### config.mk
export PLATFORM = sky130hd
export DESIGN_NAME = wb_stage_pipe
export DESIGN_NICKNAME = d
export VERILOG_FILES = /design/src/rtl/wb_stage_pipe.sv
export SDC_FILE = /design/constraint.sdc
export NUM_CORES = 1
export LEC_CHECK = 0
export ABC_CLOCK_PERIOD_IN_PS = 1700
export CAP_MARGIN = 40
export CELL_PAD_IN_SITES_DETAIL_PLACEMENT = 1
export CELL_PAD_IN_SITES_GLOBAL_PLACEMENT = 1
export CORE_UTILIZATION = 49
export CTS_BUF_LIST = sky130_fd_sc_hd__clkbuf_8
export DETAILED_ROUTE_END_ITERATION = 12
export DONT_BUFFER_PORTS = 1
export PLACE_DENSITY = 0.81
export SYNTH_ARGS = -nofsm -noshare
export SYNTH_HDL_FRONTEND = slang
export SYNTH_SLANG_ARGS = --single-unit
### constraint.sdc
create_clock -name clk -period 1.7 [get_ports clk]
set_input_delay 0.085 -clock clk [delete_from_list [all_inputs] [get_ports clk]]
set_output_delay 0.085 -clock clk [all_outputs]
set_load 0.02 [all_outputs]
### src/rtl/wb_stage_pipe.sv
// wb_stage_pipe: elastic write-back pipeline of DEPTH register stages between
// the last execute stage and the register file. Each stage holds a valid bit
// and a {pc, wb enable, value, destination} payload.
// Optional build macro WB_STAGE_PIPE_FWD_EN compiles in the forwarding lookup
// (youngest held entry writing i_Query_Reg); without it the forwarding ports
// are tied to zero and i_Query_Reg is ignored.
//
// Handshake: an upstream transfer happens on a rising edge where
// i_Valid && o_Ready; a downstream transfer happens on a rising edge where
// o_Valid && i_Ready. o_Ready depends combinationally on i_Ready through the
// ready chain, so a full pipe that is draining still accepts a new entry in
// the same cycle. The payload is held stable while o_Valid && !i_Ready.
module wb_stage_pipe #(
  parameter int DATA_WIDTH = 32,
  parameter int PC_WIDTH   = 32,
  parameter int DEST_WIDTH = 4,
  parameter int DEPTH      = 1
) (
  input  logic                  clk,
  input  logic                  reset,
  input  logic                  i_Valid,
  output logic                  o_Ready,
  input  logic [PC_WIDTH-1:0]   i_Pc,
  input  logic                  i_Sig_Write_Back_Enable,
  input  logic [DATA_WIDTH-1:0] i_Write_Back_Value,
  input  logic [DEST_WIDTH-1:0] i_Destination,
  input  logic                  i_Flush,
  input  logic                  i_Ready,
  output logic                  o_Valid,
  output logic [PC_WIDTH-1:0]   o_Pc,
  output logic                  o_Sig_Write_Back_Enable,
  output logic [DATA_WIDTH-1:0] o_Write_Back_Value,
  output logic [DEST_WIDTH-1:0] o_Destination,
  input  logic [DEST_WIDTH-1:0] i_Query_Reg,
  output logic                  o_Fwd_Hit,
  output logic [DATA_WIDTH-1:0] o_Fwd_Value
);

  // Reject unsupported depths at elaboration time.
  generate
    if (DEPTH < 1 || DEPTH > 4) begin : g_bad_depth
      $error("wb_stage_pipe: DEPTH must be in 1..4");
    end
  endgenerate

  // Held stage state; index 0 is the input stage, DEPTH-1 the output stage.
  logic                  vld_q [DEPTH];
  logic [PC_WIDTH-1:0]   pc_q  [DEPTH];
  logic                  en_q  [DEPTH];
  logic [DATA_WIDTH-1:0] val_q [DEPTH];
  logic [DEST_WIDTH-1:0] dst_q [DEPTH];

  // What each stage would capture if it loads: upstream input or previous stage.
  logic                  src_vld [DEPTH];
  logic [PC_WIDTH-1:0]   src_pc  [DEPTH];
  logic                  src_en  [DEPTH];
  logic [DATA_WIDTH-1:0] src_val [DEPTH];
  logic [DEST_WIDTH-1:0] src_dst [DEPTH];

  // Per-stage load enable from the ready chain.
  logic                  ld [DEPTH];

  // Select the source of every stage: the upstream port or the stage before it.
  always_comb begin
    src_vld[0] = i_Valid;
    src_pc[0]  = i_Pc;
    src_en[0]  = i_Sig_Write_Back_Enable;
    src_val[0] = i_Write_Back_Value;
    src_dst[0] = i_Destination;
    for (int s = 1; s < DEPTH; s++) begin
      src_vld[s] = vld_q[s-1];
      src_pc[s]  = pc_q[s-1];
      src_en[s]  = en_q[s-1];
      src_val[s] = val_q[s-1];
      src_dst[s] = dst_q[s-1];
    end
  end

  // Ready chain: a stage loads when empty or when its entry moves on this cycle;
  // the output stage moves when downstream consumes it.
  always_comb begin
    logic nxt_ld;
    nxt_ld = i_Ready;
    for (int s = DEPTH - 1; s >= 0; s--) begin
      ld[s]  = !vld_q[s] || nxt_ld;
      nxt_ld = ld[s];
    end
  end

  // Stage registers: flush drops every entry (payload left as is), otherwise a
  // loading stage takes its source; payload only changes when a real entry lands.
  always_ff @(posedge clk or negedge reset) begin
    if (!reset) begin
      for (int s = 0; s < DEPTH; s++) begin
        vld_q[s] <= 1'b0;
        pc_q[s]  <= '0;
        en_q[s]  <= 1'b0;
        val_q[s] <= '0;
        dst_q[s] <= '0;
      end
    end else begin
      for (int s = 0; s < DEPTH; s++) begin
        if (i_Flush) begin
          vld_q[s] <= 1'b0;
        end else if (ld[s]) begin
          vld_q[s] <= src_vld[s];
          if (src_vld[s]) begin
            pc_q[s]  <= src_pc[s];
            en_q[s]  <= src_en[s];
            val_q[s] <= src_val[s];
            dst_q[s] <= src_dst[s];
          end
        end
      end
    end
  end

  // Upstream ready: forced high during flush, forced low while reset is held.
  assign o_Ready = reset && (i_Flush || ld[0]);

  // Output stage payload; the write enable is qualified by the valid bit.
  assign o_Valid                 = vld_q[DEPTH-1];
  assign o_Pc                    = pc_q[DEPTH-1];
  assign o_Sig_Write_Back_Enable = en_q[DEPTH-1] && vld_q[DEPTH-1];
  assign o_Write_Back_Value      = val_q[DEPTH-1];
  assign o_Destination           = dst_q[DEPTH-1];

`ifdef WB_STAGE_PIPE_FWD_EN
  // Forwarding lookup: scan oldest to youngest so the youngest match wins.
  always_comb begin
    o_Fwd_Hit   = 1'b0;
    o_Fwd_Value = '0;
    for (int s = DEPTH - 1; s >= 0; s--) begin
      if (vld_q[s] && en_q[s] && (dst_q[s] == i_Query_Reg)) begin
        o_Fwd_Hit   = 1'b1;
        o_Fwd_Value = val_q[s];
      end
    end
  end
`else
  // Forwarding not built: ports tied off, query index deliberately unused.
  logic unused_query;
  assign unused_query = ^i_Query_Reg;
  assign o_Fwd_Hit    = 1'b0;
  assign o_Fwd_Value  = '0;
`endif

endmodule

======== Word level (Yosys, flattened, before mapping) ========
Index checks and enable logic that the tools add are counted.
word-level totals
  input port bits ......................... 78
  flip-flop bits (word level) ............. 70
  RAM bits ................................ 0
  memories kept ........................... 0
  logic and storage cells ................. 15
  output and inout port bits .............. 104
  bits in latches ......................... 0
  bits in read-only memories .............. 0
operators by class
  bitwise gates (word level) .............. 1
  shifts and indexed selects .............. 0
  div/mod/pow operators ................... 0
  $lt $le $gt $ge ......................... 0
  add/sub/neg operators ................... 0
  equal/unequal tests ..................... 0
  mux-type cells .......................... 2
  $mul .................................... 0
  reduce and logical (&&, ||, !) cells .... 7
operators by type and width
  cell               number
  $reduce_and 3->1   1
  $logic_and 1x1->1  2
  $logic_or 1x1->1   2
  $mux 1             2
  $reduce_bool 2->1  1
  $logic_not 1->1    1
  $not 1->1          1

======== Longest topological paths before layout ========
  word-level depth ........................ 4
  gate-level depth with buffers ........... 5
  depth with buffers taken out ............ 3

======== Worst setup path before layout ========
No wires, ideal clock.
  kind .................................... reg-to-reg
  start point ............................. register vld_q, in the netlist o_Valid
  end point ............................... register pc_q, in the netlist o_Pc[11]
  stages on the path, launching flop included .. 6
  path slack .............................. 0.057 ns
  required time ........................... 1.573 ns
  buffers on the path ..................... 2
  arrival ................................. 1.516 ns
  clock period less this slack ............ 1.643 ns
  setup time .............................. 0.127 ns
  cells stage by stage .................... dfrtp_1 nor2b_2 nor3b_4 buf_4 buf_6 mux2_1
between the ends
  longest elaborated chain between the ends .. 3
RTL lines
  what                               line  RTL
  from (decl)                        47    logic vld_q [DEPTH];
  from (signal, indexed assignment)  106   vld_q[s] <= src_vld[s];
  $logic_not 1->1                    85    ld[s] = !vld_q[s] || nxt_ld;
  $logic_or 1x1->1                   85
  $reduce_and 3->1 (no source line)  n/a
  to (signal, indexed assignment)    108   pc_q[s] <= src_pc[s];
  to (decl)                          48    logic [PC_WIDTH-1:0] pc_q [DEPTH];
Every way passes these cells.
A chain may end at the register's enable or synchronous reset.

======== Worst setup path after layout ========
  start point ............................. register vld_q, in the netlist o_Valid
  end point ............................... register val_q, in the netlist o_Write_Back_Value[1]
between the ends
  longest elaborated chain between the ends .. 3
RTL lines
  what                               line  RTL
  $logic_not 1->1                    85
  $logic_or 1x1->1                   85
  $reduce_and 3->1 (no source line)  n/a
  to (signal, indexed assignment)    110   val_q[s] <= src_val[s];
  to (decl)                          50    logic [DATA_WIDTH-1:0] val_q [DEPTH];
Every way passes these cells.

==> metrics.md <==
| Metric | Value |
|---|---|
| Status | complete, no violations |
| Logic pwr share | about 15% |
| Post-synth cell types | 13 |
| Final Cell Area | 0.00382 mm2 |
| Detailed Route Iter0 Violations | 19 |
| Overflow after GRT | 0 |
| Clock Skew | around 0.014 ns |
| Starting density of the core | 51.6% |
| Vias | 1757 |
| Post-synth top area share | 60.9% |
| Largest cells by area after synthesis | dfrtp_1, mux2_2, buf_4, mux2_1, buf_2 |
| Reg-to-Reg Start | o_Valid |
| Worst hold slack | 0.295 ns |
| CP Capture Point | o_Write_Back_Value[1] |
| Pleak | 1.66 nW |
| First drt pass iteration count | 4 |
| Antenna violations before repair | 1 |
| Critical Path RT | 1.92 ns |
| DP Wirelength | 3890 um |
| Final period utilization | 98.8% |
| Vias in the first global route | about 1900 |
| Synthesized cell area | 0.00288 mm2 |
| GRT Util Overall | approximately a quarter |
| Startpoint types | flop |
| Clk buf depth | 2 |
| FF+latch count, synth | 70 |
| DIE WIDTH | 78.6 um |
| Routed Antenna Nets | 0 |
| Core Util, Final | 68.5% |
| Depth of the worst register-to-register path | 5 |
| RR Endpoint | o_Write_Back_Value[1] |
| Pwr dens | 1140 mW/mm2 |
| CTS tree | built |
| Internal power | 2.87 mW |
| Die area | about 0.006 mm2 |
| Root Driver | clkbuf_8 |
| Placed Cells | between 200 and 300 |
| Commonest non-fill, non-tap cell in the layout | dlygate4sd3_1 |
| Post-CTS Resized | 0 |
| Switching Fraction | 34.2% |
| Fin crit period | 1.68 ns |
| Worst-path clk slew | approximately 0.090 ns |
| First-pass GRT wire length | 10700 um |
| Placed instance area | 0.00285 mm2 |
| DRT Wirelength | around 7900 um |
| Arr. time, crit path | around 1.9 ns |
| Pins Over Slew Limit | 0 |
| Fill count | 504 |
| Synth Instances | 187 |
| CTS H-Tree Depth | 3 |
| Sequential power share | 57.8% |
| R2R setup slack | 0.02 ns |
| I/O Pins | approximately 180 |
| Min-delay worst type | in -> async |
| Reg area | 0.00175 mm2 |
| Syn-to-layout area delta | 32.7% |
| Clock network fraction of total power | 27.5% |
| Largest net degree at the start of global routing | 72 |
| Maximum VDD drop | 0.518 mV |
| Via/cell ratio | 5.05 |
| Die Height | 78.6 um |
| Critical path launch point | o_Valid |
| Placer congestion estimate | around 0.64 |
| PortBufs | 0 |
| Fin nets | 348 |
| Max-cap violations | 0 |
| Post-route DRC | 0 |
| Syn. warnings | 0 |
| Core Area | 0.00557 mm2 |
| Share of cells above drive strength 1 | between 30% and 40% |
| Worst setup EP type | flop |
| Rows | 27 |
| Synth area leader | dfrtp_1 |
| Sequential area share after synthesis | between 60% and 70% |
| CP Max Fanout | 20 |
| Clock sinks | 70 |
| Clk Latency, worst-skew pair | roughly 0.34 ns |
| Critical path type | reg -> reg |
| Multi-input gate area | ~950 um2 |
| Commonest non-fill, non-tap cells in the layout | dlygate4sd3_1, dfrtp_1, mux2_2, conb_1 |
| DR WL/cell | 22.6 um |
| Synthesized area per cell | ~15 um2 |
| CTS Buf Count | 9 |
| Fmax | between 500 and 600 MHz |
| Final hold violation count | 0 |
| Final setup vio count | 0 |
| Net switching power | 1.49 mW |
| Non-filler cells, final | between 300 and 400 |
routing by layer:
metal  part of all wire [%]  vias up  track usage [%]  wire length [um]
li1                       -      734                -                 -
met1                     34      887             24.4              2660
met2                     56      120             44.1              4390
met3                    8.4       16             9.19               661
met4                    2.1        0             13.5               169
met5                      0        -                0                 0
worst max-delay path, cell delays in order, from the launching register on:
cell	delay, ns
dfrtp_1	0.41
nor2b_2	0.19
nor3b_4	0.22
buf_4	0.17
clkbuf_16	0.20
mux2_2	0.37
Yosys cell counts, drive strengths merged:
library cell	n
a21boi	1
nor2b	1
conb	1
dfrtp	70
buf	40
and2	1
nor2	2
nor3b	1
inv	1
mux2	69
worst min path at each step:
stage / start / end / slack, ns / depth (start not counted)
2_1_floorplan: reset / en_q / -0.21 / 0
3_3_place_gp: reset / o_Destination[3] / -0.21 / 0
3_5_place_dp: reset / o_Pc[23] / -0.21 / 0
4_1_cts: reset / o_Pc[20] / -0.58 / 0
5_1_grt: i_Flush / o_Pc[20] / 0.30 / 4
6_report: reset / o_Valid / 0.30 / 2
power groups by stage:
stage	registers, mW	logic [mW]	clock network, mW
after floorplan	2.46	0.427	0
after global placement	2.51	0.395	0
after detailed placement	2.53	0.432	0
after CTS	2.50	0.561	1.20
after global routing	2.55	0.688	1.31
final	2.52	0.641	1.20
through the flow:
step           TNS (ns)  worst slack [ns]  total power, mW
2_1_floorplan         0            0.0568             2.89
3_3_place_gp          0             0.142             2.91
3_5_place_dp          0            0.0831             2.96
4_1_cts               0            0.0475             4.27
5_1_grt          -0.158           -0.0369             4.55
6_report              0            0.0207             4.36
flip-flops by register name (all words and copies together) (netlist names):
register / cells
en_q: 1
o_Valid: 1
o_Destination: 4
o_Write_Back_Value: 32
o_Pc: 32
cells by family after synthesis:
logic type,after synthesis,synth area share [%]
flip-flops,70,60.9
multiplexers,69,27.0
buffers and inverters,41,10.3
AND/OR/NAND/NOR,5,1.44
AO/OA/AOI/OAI,1,0.261
other,1,0.130
area by class of cell:
| cell class | instances | area share [%] |
|---|---|---|
| repair buffers | 80 | 22.1 |
| clock inverters | 6 | 0.984 |
| flip-flops and latches | 70 | 45.9 |
| diodes | 1 | 0.0656 |
| inverters | 1 | 0.0984 |
| well taps | 72 | 2.36 |
| multi-input cells | 108 | 24.9 |
| clock buffers | 10 | 3.61 |
what timing repair did:
item	CTS	global route
hold buffers	71	2
setup buffers	0	2
setup endpoints to repair	0	30
endpoints found under the hold margin	140	70
Note: power is estimated with default switching activity, not from simulation.
